**config.mk**
```make
export PLATFORM = sky130hd
export DESIGN_NAME = bottling_ctrl_flat
export DESIGN_NICKNAME = d
export VERILOG_FILES = /design/src/rtl/bottling_pkg.sv /design/src/rtl/bottling_ctrl_if.sv /design/src/rtl/bcd_counter.sv /design/src/rtl/bottling_ctrl.sv /design/src/flat_wrapper.sv
export SDC_FILE = /design/constraint.sdc
export NUM_CORES = 1
export LEC_CHECK = 0
export BUFFER_PORTS_ARGS = -buffer_cell sky130_fd_sc_hd__buf_2
export CAP_MARGIN = 25
export CORE_ASPECT_RATIO = 1.2
export CORE_UTILIZATION = 55
export CTS_CLUSTER_DIAMETER = 100
export DETAILED_ROUTE_END_ITERATION = 8
export PLACE_DENSITY_LB_ADDON = 0.1
export SLEW_MARGIN = 20
export SYNTH_ARGS = -nofsm -noshare
export SYNTH_HDL_FRONTEND = slang
export SYNTH_SLANG_ARGS = --single-unit
```
**constraint.sdc**
```tcl
create_clock -name clk_1khz -period 3.7 [get_ports clk_1khz]
set_clock_uncertainty 0.05 [all_clocks]
set_input_delay 0.185 -clock clk_1khz [delete_from_list [all_inputs] [get_ports clk_1khz]]
set_output_delay 0.185 -clock clk_1khz [all_outputs]
set_load 0.02 [all_outputs]
```
**src/rtl/bottling_pkg.sv**
```systemverilog
// Shared types for the pill-bottling controller:
// FSM states, fault codes, BCD digit width, input event bundle.
package bottling_pkg;

    localparam int BCD_W = 4;

    typedef enum logic [2:0] {
        ST_SETTING   = 3'd0,
        ST_RUNNING   = 3'd1,
        ST_SWITCHING = 3'd2,
        ST_DONE      = 3'd3,
        ST_ERROR     = 3'd4,
        ST_FATAL     = 3'd5
    } state_t;

    typedef enum logic [1:0] {
        FLT_NONE     = 2'd0,
        FLT_HOPPER   = 2'd1,
        FLT_CONVEYOR = 2'd2,
        FLT_ESTOP    = 2'd3
    } fault_t;

    typedef struct packed {
        logic pulse;
        logic next;
        logic start;
        logic clr;
        logic pill;
    } edge_t;

endpackage

```
**src/rtl/bottling_ctrl_if.sv**
```systemverilog
// Panel, sensor and display bundle of the bottling controller.
// master = panel/sensor side, slave = controller.
interface bottling_ctrl_if #(
    parameter int PILL_DIGITS   = 3,
    parameter int BOTTLE_DIGITS = 2
);
    localparam int PW = bottling_pkg::BCD_W * PILL_DIGITS;
    localparam int BW = bottling_pkg::BCD_W * BOTTLE_DIGITS;
    localparam int NS = PILL_DIGITS + BOTTLE_DIGITS;

    logic          btn_pulse;
    logic          btn_next;
    logic          btn_start;
    logic          btn_clr;
    logic          emergncy_stop;
    logic          hopper_pill;
    logic          conveyor_ok;
    logic [2:0]    state;
    logic [PW-1:0] target_pills;
    logic [BW-1:0] target_bottles;
    logic [PW-1:0] now_pills;
    logic [BW-1:0] now_bottles;
    logic [NS-1:0] sel_mask;
    logic [1:0]    fault;
    logic          beep;

    modport master (
        output btn_pulse, btn_next, btn_start, btn_clr,
        output emergncy_stop, hopper_pill, conveyor_ok,
        input  state, target_pills, target_bottles,
        input  now_pills, now_bottles, sel_mask, fault, beep
    );

    modport slave (
        input  btn_pulse, btn_next, btn_start, btn_clr,
        input  emergncy_stop, hopper_pill, conveyor_ok,
        output state, target_pills, target_bottles,
        output now_pills, now_bottles, sel_mask, fault, beep
    );

endinterface

```
**src/rtl/bcd_counter.sv**
```systemverilog
// Multi-digit BCD register: clear, increment with carry,
// and carry-less per-digit increment for target entry.
module bcd_counter
    import bottling_pkg::*;
#(
    parameter int DIGITS = 3
) (
    input  logic                    clk,
    input  logic                    rst,
    input  logic                    clr,
    input  logic                    inc,
    input  logic [DIGITS-1:0]       dig_inc,
    output logic [BCD_W*DIGITS-1:0] q,
    output logic [BCD_W*DIGITS-1:0] q_inc
);
    logic [BCD_W*DIGITS-1:0] q_dig;
    logic                    carry;

    always_comb begin
        q_inc = q;
        q_dig = q;
        carry = 1'b1;
        for (int i = 0; i < DIGITS; i++) begin
            if (carry) begin
                if (q[i*BCD_W +: BCD_W] == 4'd9) begin
                    q_inc[i*BCD_W +: BCD_W] = 4'd0;
                end else begin
                    q_inc[i*BCD_W +: BCD_W] = q[i*BCD_W +: BCD_W] + 4'd1;
                    carry = 1'b0;
                end
            end
            if (dig_inc[i]) begin
                q_dig[i*BCD_W +: BCD_W] = (q[i*BCD_W +: BCD_W] == 4'd9)
                    ? 4'd0 : q[i*BCD_W +: BCD_W] + 4'd1;
            end
        end
    end

    always_ff @(posedge clk) begin
        if (rst || clr) begin
            q <= '0;
        end else if (inc) begin
            q <= q_inc;
        end else if (|dig_inc) begin
            q <= q_dig;
        end
    end

endmodule

```
**src/rtl/bottling_ctrl.sv**
```systemverilog
// Pill-bottling controller: target entry, BCD counting, hopper/conveyor
// supervision, e-stop. Beeper pattern built only with BOTTLING_BEEP_EN.
module bottling_ctrl
    import bottling_pkg::*;
#(
    parameter int PILL_DIGITS   = 3,
    parameter int BOTTLE_DIGITS = 2,
    parameter int TICK_DIV      = 1000,
    parameter int SWITCH_SEC    = 2,
    parameter int HOPPER_SEC    = 3
) (
    input logic       clk_1khz,
    input logic       switch_clr,
    bottling_ctrl_if.slave bus
);
    localparam int NS      = PILL_DIGITS + BOTTLE_DIGITS;
    localparam int PW      = BCD_W * PILL_DIGITS;
    localparam int BW      = BCD_W * BOTTLE_DIGITS;
    localparam int SW_CYC  = SWITCH_SEC * TICK_DIV;
    localparam int HP_CYC  = HOPPER_SEC * TICK_DIV;
    localparam int MAX_CYC = (SW_CYC > HP_CYC) ? SW_CYC : HP_CYC;
    localparam int TW      = $clog2(MAX_CYC + 1);

    edge_t         in_q, in_qq, ev;
    logic          estop_q, conv_q;
    state_t        st;
    fault_t        flt;
    logic [TW-1:0] timer;
    logic [NS-1:0] sel;

    logic [PW-1:0] tgt_p, cnt_p, cnt_p_inc, tp_unused;
    logic [BW-1:0] tgt_b, cnt_b, cnt_b_inc, tb_unused;
    logic          pill_hit, p_full, b_full, expire;
    logic          start_ok, resume, clr_go;
    logic          p_clr, p_inc, b_clr;
    logic [PILL_DIGITS-1:0]   tp_dig;
    logic [BOTTLE_DIGITS-1:0] tb_dig;

    // Inputs registered once; button/pill actions use a registered edge
    always_ff @(posedge clk_1khz) begin
        if (switch_clr) begin
            in_q    <= '0;
            in_qq   <= '0;
            ev      <= '0;
            estop_q <= 1'b0;
            conv_q  <= 1'b0;
        end else begin
            in_q    <= '{pulse: bus.btn_pulse, next: bus.btn_next,
                         start: bus.btn_start, clr: bus.btn_clr,
                         pill: bus.hopper_pill};
            in_qq   <= in_q;
            ev      <= edge_t'(in_q & ~in_qq);
            estop_q <= bus.emergncy_stop;
            conv_q  <= bus.conveyor_ok;
        end
    end

    always_comb begin
        pill_hit = (st == ST_RUNNING) && ev.pill && !estop_q;
        p_full   = pill_hit && (cnt_p_inc == tgt_p);
        b_full   = p_full && (cnt_b_inc == tgt_b);
        expire   = ((st == ST_RUNNING) || (st == ST_SWITCHING))
                   && (timer == TW'(1)) && !estop_q && !pill_hit;
        start_ok = (st == ST_SETTING) && ev.start && !estop_q
                   && (|tgt_p) && (|tgt_b);
        resume   = (st == ST_ERROR) && ev.start && !estop_q;
        clr_go   = ((st == ST_ERROR) || (st == ST_DONE))
                   && ev.clr && !estop_q && !resume;
        p_clr    = start_ok || clr_go || p_full;
        p_inc    = pill_hit && !p_full;
        b_clr    = start_ok || clr_go;
        tp_dig   = '0;
        tb_dig   = '0;
        if ((st == ST_SETTING) && ev.pulse && !estop_q) begin
            tp_dig = sel[PILL_DIGITS-1:0];
            tb_dig = sel[NS-1:PILL_DIGITS];
        end
    end

    always_ff @(posedge clk_1khz) begin
        if (switch_clr) begin
            st    <= ST_SETTING;
            flt   <= FLT_NONE;
            timer <= '0;
            sel   <= NS'(1);
        end else begin
            if (timer != '0) timer <= timer - TW'(1);
            if ((st == ST_SETTING) && ev.next && !estop_q) begin
                sel <= {sel[NS-2:0], sel[NS-1]};
            end
            unique case (1'b1)
                estop_q: begin
                    st  <= ST_FATAL;
                    flt <= FLT_ESTOP;
                end
                pill_hit: begin
                    timer <= TW'(HP_CYC);
                    if (b_full) begin
                        st <= ST_DONE;
                    end else if (p_full) begin
                        st    <= ST_SWITCHING;
                        timer <= TW'(SW_CYC);
                    end
                end
                expire: begin
                    if (st == ST_RUNNING) begin
                        st  <= ST_ERROR;
                        flt <= FLT_HOPPER;
                    end else if (conv_q) begin
                        st    <= ST_RUNNING;
                        timer <= TW'(HP_CYC);
                    end else begin
                        st  <= ST_ERROR;
                        flt <= FLT_CONVEYOR;
                    end
                end
                start_ok, resume: begin
                    st    <= ST_RUNNING;
                    flt   <= FLT_NONE;
                    timer <= TW'(HP_CYC);
                end
                clr_go: begin
                    st  <= ST_SETTING;
                    flt <= FLT_NONE;
                end
                default: ;
            endcase
        end
    end

    bcd_counter #(.DIGITS(PILL_DIGITS)) u_tgt_p (
        .clk(clk_1khz), .rst(switch_clr), .clr(1'b0), .inc(1'b0),
        .dig_inc(tp_dig), .q(tgt_p), .q_inc(tp_unused)
    );

    bcd_counter #(.DIGITS(BOTTLE_DIGITS)) u_tgt_b (
        .clk(clk_1khz), .rst(switch_clr), .clr(1'b0), .inc(1'b0),
        .dig_inc(tb_dig), .q(tgt_b), .q_inc(tb_unused)
    );

    bcd_counter #(.DIGITS(PILL_DIGITS)) u_cnt_p (
        .clk(clk_1khz), .rst(switch_clr), .clr(p_clr), .inc(p_inc),
        .dig_inc('0), .q(cnt_p), .q_inc(cnt_p_inc)
    );

    bcd_counter #(.DIGITS(BOTTLE_DIGITS)) u_cnt_b (
        .clk(clk_1khz), .rst(switch_clr), .clr(b_clr), .inc(p_full),
        .dig_inc('0), .q(cnt_b), .q_inc(cnt_b_inc)
    );

    assign bus.state          = st;
    assign bus.fault          = flt;
    assign bus.target_pills   = tgt_p;
    assign bus.target_bottles = tgt_b;
    assign bus.now_pills      = cnt_p;
    assign bus.now_bottles    = cnt_b;
    assign bus.sel_mask       = (st == ST_SETTING) ? sel : '0;

`ifdef BOTTLING_BEEP_EN
    // Half-periods of the 2 Hz (ERROR) and 4 Hz (FATAL) patterns
    localparam int H2 = (TICK_DIV / 4 > 0) ? TICK_DIV / 4 : 1;
    localparam int H4 = (TICK_DIV / 8 > 0) ? TICK_DIV / 8 : 1;
    localparam int DW = $clog2(H2 + 1);

    logic [DW-1:0] div2, div4;
    logic          sq2, sq4, beep_q;

    always_ff @(posedge clk_1khz) begin
        if (switch_clr) begin
            div2   <= '0;
            div4   <= '0;
            sq2    <= 1'b0;
            sq4    <= 1'b0;
            beep_q <= 1'b0;
        end else begin
            if (div2 == DW'(H2 - 1)) begin
                div2 <= '0;
                sq2  <= ~sq2;
            end else begin
                div2 <= div2 + DW'(1);
            end
            if (div4 == DW'(H4 - 1)) begin
                div4 <= '0;
                sq4  <= ~sq4;
            end else begin
                div4 <= div4 + DW'(1);
            end
            beep_q <= (st == ST_DONE)
                      || ((st == ST_ERROR) && sq2)
                      || ((st == ST_FATAL) && sq4);
        end
    end

    assign bus.beep = beep_q;
`else
    assign bus.beep = 1'b0;
`endif

endmodule

```
**src/flat_wrapper.sv**
```systemverilog
// flat-port wrapper written by rule: the top's interface ports become plain ports
module bottling_ctrl_flat import bottling_pkg::*;
#(
    parameter int PILL_DIGITS   = 3,
    parameter int BOTTLE_DIGITS = 2,
    parameter int TICK_DIV      = 1000,
    parameter int SWITCH_SEC    = 2,
    parameter int HOPPER_SEC    = 3
)
  (clk_1khz, switch_clr, bus_btn_pulse, bus_btn_next, bus_btn_start, bus_btn_clr, bus_emergncy_stop, bus_hopper_pill, bus_conveyor_ok, bus_state, bus_target_pills, bus_target_bottles, bus_now_pills, bus_now_bottles, bus_sel_mask, bus_fault, bus_beep);
  bottling_ctrl_if #(.PILL_DIGITS(PILL_DIGITS), .BOTTLE_DIGITS(BOTTLE_DIGITS)) bus_i ();
  input logic clk_1khz;
  input logic switch_clr;
  input wire logic [$bits(bus_i.btn_pulse)-1:0] bus_btn_pulse;
  input wire logic [$bits(bus_i.btn_next)-1:0] bus_btn_next;
  input wire logic [$bits(bus_i.btn_start)-1:0] bus_btn_start;
  input wire logic [$bits(bus_i.btn_clr)-1:0] bus_btn_clr;
  input wire logic [$bits(bus_i.emergncy_stop)-1:0] bus_emergncy_stop;
  input wire logic [$bits(bus_i.hopper_pill)-1:0] bus_hopper_pill;
  input wire logic [$bits(bus_i.conveyor_ok)-1:0] bus_conveyor_ok;
  output wire logic [$bits(bus_i.state)-1:0] bus_state;
  output wire logic [$bits(bus_i.target_pills)-1:0] bus_target_pills;
  output wire logic [$bits(bus_i.target_bottles)-1:0] bus_target_bottles;
  output wire logic [$bits(bus_i.now_pills)-1:0] bus_now_pills;
  output wire logic [$bits(bus_i.now_bottles)-1:0] bus_now_bottles;
  output wire logic [$bits(bus_i.sel_mask)-1:0] bus_sel_mask;
  output wire logic [$bits(bus_i.fault)-1:0] bus_fault;
  output wire logic [$bits(bus_i.beep)-1:0] bus_beep;
  assign bus_i.btn_pulse = bus_btn_pulse;
  assign bus_i.btn_next = bus_btn_next;
  assign bus_i.btn_start = bus_btn_start;
  assign bus_i.btn_clr = bus_btn_clr;
  assign bus_i.emergncy_stop = bus_emergncy_stop;
  assign bus_i.hopper_pill = bus_hopper_pill;
  assign bus_i.conveyor_ok = bus_conveyor_ok;
  assign bus_state = bus_i.state;
  assign bus_target_pills = bus_i.target_pills;
  assign bus_target_bottles = bus_i.target_bottles;
  assign bus_now_pills = bus_i.now_pills;
  assign bus_now_bottles = bus_i.now_bottles;
  assign bus_sel_mask = bus_i.sel_mask;
  assign bus_fault = bus_i.fault;
  assign bus_beep = bus_i.beep;
  bottling_ctrl #(.PILL_DIGITS(PILL_DIGITS), .BOTTLE_DIGITS(BOTTLE_DIGITS), .TICK_DIV(TICK_DIV), .SWITCH_SEC(SWITCH_SEC), .HOPPER_SEC(HOPPER_SEC)) u_core (.clk_1khz(clk_1khz), .switch_clr(switch_clr), .bus(bus_i));
endmodule
```
# [After elaboration in Yosys (flattened, before gate mapping)]
# Index checks and enable logic that the tools add are counted.
[word_totals] word_cells=142 ff_bits=79 inputBits=9 output_inout_bits=51
[classes] reduce_logical=48 mux=34 bitwise=2 eq_ne=19 add_sub_neg=11
[op_table] operator="2-to-1 mux 12 bit" n=5
[op_table] operator="2-to-1 mux 4 bit" n=13
[op_table] operator="adder 4 x 1 -> 4 bit, second input constant" n=10
[op_table] operator="equality test 4 bit, second input constant" n=10
[op_table] operator="case mux 12 bit (3 select lines)" n=1
[op_table] operator="logical AND 1 bit" n=21
[op_table] operator="2-to-1 mux 3 bit" n=5
[op_table] operator="case mux 3 bit (5 select lines)" n=1
[op_table] operator="AND reduction 2 bit" n=7
[op_table] operator="equality test 12 x 1 -> 1 bit, second input constant" n=1
[op_table] operator="equality test 12 bit" n=1
[op_table] operator="nonzero test 12 bit" n=1
[op_table] operator="OR reduction 12 bit" n=1
[op_table] operator="subtractor 12 x 1 -> 12 bit, second input constant" n=1
[op_table] operator="equality test 8 bit" n=1
[op_table] operator="OR reduction 8 bit" n=1
[op_table] operator="equality test 3 x 2 -> 1 bit, second input constant" n=2
[op_table] operator="logical OR 1 bit" n=6
[op_table] operator="2-to-1 mux 2 bit" n=3
[op_table] operator="!= test 3 bit, second input constant" n=2
[op_table] operator="case mux 2 bit (3 select lines)" n=1
[op_table] operator="OR reduction 3 bit" n=2
[op_table] operator="AND 5 bit" n=1
[op_table] operator="2-to-1 mux 5 bit" n=1
[op_table] operator="other kinds (9)" n=16

# [Logic depth before layout (Yosys ltp)]
[logic_depth] word_depth=9 depth_mapped=12 ltp_nobuf=9

# [Cells and area by module]
# A second synthesis with hierarchy kept.
[unflattened] cells_unflattened=576 area_unflattened_um2=4839.6
[modules_own_cells] module="bottling_ctrl" cells_per_inst=236 area_per_inst_um2=2097.0 n_inst=1
[modules_own_cells] module="bcd_counter (u_core.u_cnt_p ...)" cells_per_inst=105 area_per_inst_um2=832.0 n_inst=2
[modules_own_cells] module="bcd_counter (u_core.u_cnt_b ...)" cells_per_inst=65 area_per_inst_um2=539.3 n_inst=2

# [Least setup slack after synthesis]
# Ideal clock, no wire load.
[synth_path] path_type="reg-to-reg" startpoint="register u_core.u_cnt_p.q[5]" endpoint="register u_core.timer[11]" required_ns=3.511 setup_slack_ns=0.887 t_arrival_ns=2.624 stages_incl_launch_ff=12 synth_period_minus_slack_ns=2.813 setup_time_ns=0.139 n_path_buf=2 cell_sequence="dfxtp_1 > inv_1 > ha_1 > and3b_1 > buf_2 > o41ai_1 > o32a_1 > nor4bb_1 > nand4_1 > buf_2 > o31ai_1 > a21oi_1"
[synth_via] elab_chain_len=9
[synth_rtl] item="start, declared" line="bcd_counter.sv:13" text="output logic [BCD_W*DIGITS-1:0] q,"
[synth_rtl] item="start signal, assigned" line="bcd_counter.sv:43" text="q <= q_inc;"
[synth_rtl] item="start signal, assigned" line="bcd_counter.sv:45" text="q <= q_dig;"
[synth_rtl] item="branches (longest 4 deep; another with adder 4 x 1 -> 4 bit)"
[synth_rtl] item="equality test 12 bit *" line="bottling_ctrl.sv:60" text="p_full = pill_hit && (cnt_p_inc == tgt_p);"
[synth_rtl] item="logical AND 1 bit *" line="bottling_ctrl.sv:60"
[synth_rtl] item="2-to-1 mux 12 bit or logical AND 1 bit (tied branches)" line="bottling_ctrl.sv:100, bottling_ctrl.sv:61"
[synth_rtl] item="2-to-1 mux 12 bit *" line="bottling_ctrl.sv:98" text="if (b_full) begin"
[synth_rtl] item="case mux 12 bit (3 select lines) *" line="bottling_ctrl.sv:91" text="unique case (1'b1)"
[synth_rtl] item="end signal, assigned" line="bottling_ctrl.sv:97" text="timer <= TW'(HP_CYC);"
[synth_rtl] item="end signal, assigned" line="bottling_ctrl.sv:102" text="timer <= TW'(SW_CYC);"
[synth_rtl] item="end signal, assigned" line="bottling_ctrl.sv:111" text="timer <= TW'(HP_CYC);"
[synth_rtl] item="end, declared" line="bottling_ctrl.sv:28" text="logic [TW-1:0] timer;"
# Every way passes the cells marked *.
# A chain may end at the register's enable or synchronous reset.

# [Worst setup path in the final report]
[layout_path] startpoint="register u_core.u_cnt_p.q[5]" endpoint="register u_core.u_cnt_p.q[6]"
[layout_via] elab_chain_len=8
[layout_rtl] item="branches (longest 8 deep; another with adder 4 x 1 -> 4 bit)"
# Parallel ways; which one is timed is not known.

==> impl_metrics.tcl <==
set metrics [dict create \
    synth_seq_cells 79 \
    path_max_fanout 12 \
    timing.rr.end "u_core.u_cnt_p.q[6]" \
    finish.net_count 619 \
    drive_gt1_share_pct 13.9 \
    route.met3.wl_um 475 \
    worstSkewPairLatency_ns 0.36 \
    timing.critical_path.from "u_core.u_cnt_p.q[5]" \
    critPathCaptureType "register" \
    finalHoldViolCount 0 \
    syn_nets 571 \
    met1_length_um 5040 \
    yosys.area_share.adder_pct 2.55 \
    failed_checks "DRC" \
    finalWorstSetupSlack_ns 0.558 \
    synthSimpleGateAreaFrac_pct 30.7 \
    synth_enable_flop_cells 0 \
    share_of_async_settable_or_async_resettable_flops_after_synthesis_pct 0 \
    wl_met2_um 5280 \
    post-route-period-util_pct 84.9 \
    worst_hold_path_type "register to register" \
    io-pin-count 60 \
    worst-setup-path-type "register to register" \
    post-synth-top-area-fraction_pct 35.8 \
    wl_um 11000 \
    finalWorstPathRequiredPeriod_ns 3.14 \
    grt_util_all_layers_pct 27.0 \
    mux_cell_area_share_after_synthesis_pct 1.13 \
    avgRoutedWirePerCell_um 15.7 \
    worst_path_clk_slew_ns 0.08 \
    htree_num_levels 3 \
    gp_congestion 0.886 \
    slew_headroom_pct 49.5 \
    worst_ep_required_time_ns 3.88 \
    synth_area_leaders "dfxtp_1 36%, a21oi_1 5.5%, nor2b_1 4.5%" \
    synth_seq_area_share_pct 35.8 \
    firstDrtPassIters 7 \
    ctsLongestPathBuffers 2 \
    maxCapViolations 0 \
    pin_count_of_the_biggest_net_entering_global_routing 54 \
    placement.cell_area_um2 4730 \
    worstSetupEndpoint "u_core.u_cnt_p.q[6]" \
    insertedDiodeCount 0 \
    pwr_density_cell_nw_per_um2 422 \
    detail_route.drc_violations 6 \
    clk_root_buffer_cell "clkbuf_8" \
    syn_avg_cell_area_um2 7.99 \
    synth-main-ff-cell "dfxtp_1" \
    dp_hpwl_um 7560 \
    initial_core_util_pct 57.0 \
    core_area_um2 7750 \
    fp.dieW_um 83.8 \
    setup_viol 0 \
    layout-area-overhead-vs-synth_pct 13.5 \
    synth_cells 553 \
    antenna_found_initial 0 \
    grt_pass1_wl_um 18300 \
    cts_setup_buffers 0 \
    p_total_mw 2.12 \
    main_combinational_cell_family_by_area_after_synthesis "simple AND/OR/NAND/NOR gates" \
    post_synth_num_cell_types 61 \
    worst-r2r-setup-slack_ns 0.56 \
    leakage_nw 2.07 \
    fp.dieArea_um2 8400 \
    critPathLaunchType "register" \
    die_h_um 100 \
    synth_top_area_cell "dfxtp_1" \
    layout.cell_area.non_filler_um2 5020 \
    cts_tree "done" \
    vias 4246 \
    synth-xor-area-share_pct 5.55 \
    synthesized_area_fraction_occupied_by_ao_oa_aoi_and_oai_cells_pct 19.4 \
    r2r.worst_path.cells 9 \
    dr.first_iter.drc_count 263 \
    grt_setup_unrepaired "false" \
    vdd.ir_drop.worst_v 0.000350 \
    cp_arrival_ns 3.32 \
    tritoncts_num_sinks 79 \
    synth_warnings 0 \
    postRouteAntennaNets 0 \
    fin_setup_tns_ns 0 \
    vias_per_cell 6.08 \
    worst-slew-pin-transition_ns 0.751 \
    outcome "complete, but fails checks" \
    final-max-slew-violation-count 0 \
    dp_worst_setup_slack_ns 0.616 \
    post_synth_instance_area_um2 4420 \
    route.top_layer_used "met4" \
    global_route.overflow_total 0 \
    grt_pass1_vias 3802 \
    port_buffer_cells 58 \
    reg2reg_from "u_core.u_cnt_p.q[5]" \
    core.rowCount 35 \
    achievable-frequency_mhz 318 \
    layout.core_utilization_pct 64.7 \
    cts-buffers-inserted 9 \
]
## synthesized netlist by cell type (all sizes together), types with 2 or more instances
library cell and number:
o31ai 14, a32oi 2, buf 7, o21ai 35, dfxtp 79, a221oi 4, nor3b 6, and2 8
nor4bb 2, and4 3, clkbuf 27, a21boi 2, xnor2 14, nor2 48, nor4 11, nand2 27
nand4 15, or3 13, a21oi 49, a21o 4, nor3 16, o41ai 2, or4 8, nand3b 3
xor2 14, nand3 18, o22ai 2, ha 9, a311oi 4, inv 19, nand4b 2, a211o 2
a31oi 2, and3b 4, nor2b 32, a22oi 2, nand4bb 2, o211ai 2, nand2b 5, and3 12
mux2i 5
## worst max-delay path, cell delays in order (launching register included)
cell and delay, ns:
dfxtp_1 0.45, inv_1 0.08, ha_1 0.22, and3b_1 0.30, o41ai_1 0.33, o32a_1 0.20, nor4bb_1 0.36, and4_1 0.49
a21o_1 0.44, a221oi_1 0.08
## sequential cells by signal (all words and copies together) (netlist names)
register and count:
u_core.estop_q 1, u_core.conv_q 1, u_core.in_q 5, u_core.u_tgt_b.q 8
u_core.u_cnt_p.q 12, u_core.timer 12, u_core.ev 5, u_core.sel 5
u_core.bus.fault 2, u_core.u_tgt_p.q 12, u_core.in_qq 5, u_core.u_cnt_b.q 8
u_core.bus.state 3
## kinds of logic (layout without fill, tap and decap cells)
| family | count (synthesis) | in the layout |
|---|---|---|
| buffers and inverters | 53 | 106 |
| AND/OR/NAND/NOR | 241 | 241 |
| AO/OA/AOI/OAI | 137 | 137 |
| XOR/XNOR | 28 | 28 |
| adder cells (fa/ha/maj) | 9 | 9 |
| flip-flops | 79 | 79 |
| other | 1 | 1 |
| multiplexers | 5 | 5 |
## power by group
part	total [mW]	internal (mW)	switching, mW	leakage [nW]
Sequential	0.966	0.909	0.0569	0.643
Clock	0.725	0.384	0.341	0.103
Combinational	0.426	0.189	0.237	1.32
Total	2.12	1.48	0.635	2.07
## what timing repair did
| action | in CTS | in global routing |
|---|---|---|
| hold buffers | 7 | 0 |
| resized for setup | 0 | 0 |
| hold endpoints to repair | 7 | 0 |
## cell usage in the layout, fill, tap and decap left out, drive strengths merged, types with 11 or more instances in the layout
cell type   n
a21oi      49
and3       12
buf        64
dfxtp      79
inv        20
nand2      27
nand3      18
nand4      15
nor2       48
nor2b      32
nor3       16
nor4       11
o21ai      35
o31ai      14
or3        13
xnor2      14
xor2       14
## routing by layer
| layer | GRT usage (%) | up-vias |
|---|---|---|
| met4 | 10.1 | 0 |
| met1 | 35.4 | 2004 |
| met2 | 45.1 | 119 |
| met5 | 0 | - |
| met3 | 4.11 | 25 |
| li1 | - | 2098 |
## worst min-delay path by stage
stage / start / to / depth (start not counted)
finish: u_core.in_qq[4] / u_core.ev[4] / 1
detailed placement: u_core.in_qq[4] / u_core.ev[4] / 1
global placement: u_core.in_qq[0] / u_core.ev[0] / 1
floorplan: switch_clr / u_core.in_qq[0] / 1
CTS: u_core.in_qq[4] / u_core.ev[4] / 1
global route: u_core.in_qq[2] / u_core.ev[2] / 1
## per-stage QoR
step / std cells / hold WS, ns
5_1_grt: 698 / 0.346
3_3_place_gp: 675 / 0.320
2_1_floorplan: 553 / 0.214
3_5_place_dp: 675 / 0.321
4_1_cts: 698 / 0.337
6_report: 698 / 0.330
## area by class of cell
| class | instances | area [um^2] |
|---|---|---|
| clock buffers | 10 | 128 |
| flip-flops and latches | 79 | 1580 |
| clock inverters | 6 | 92.6 |
| fillers | 684 | 2730 |
| well taps | 92 | 115 |
| inverters | 19 | 71.3 |
| multi-input cells | 421 | 2620 |
| repair buffers | 71 | 405 |
No activity file was read; power rests on OpenSTA's default activity.
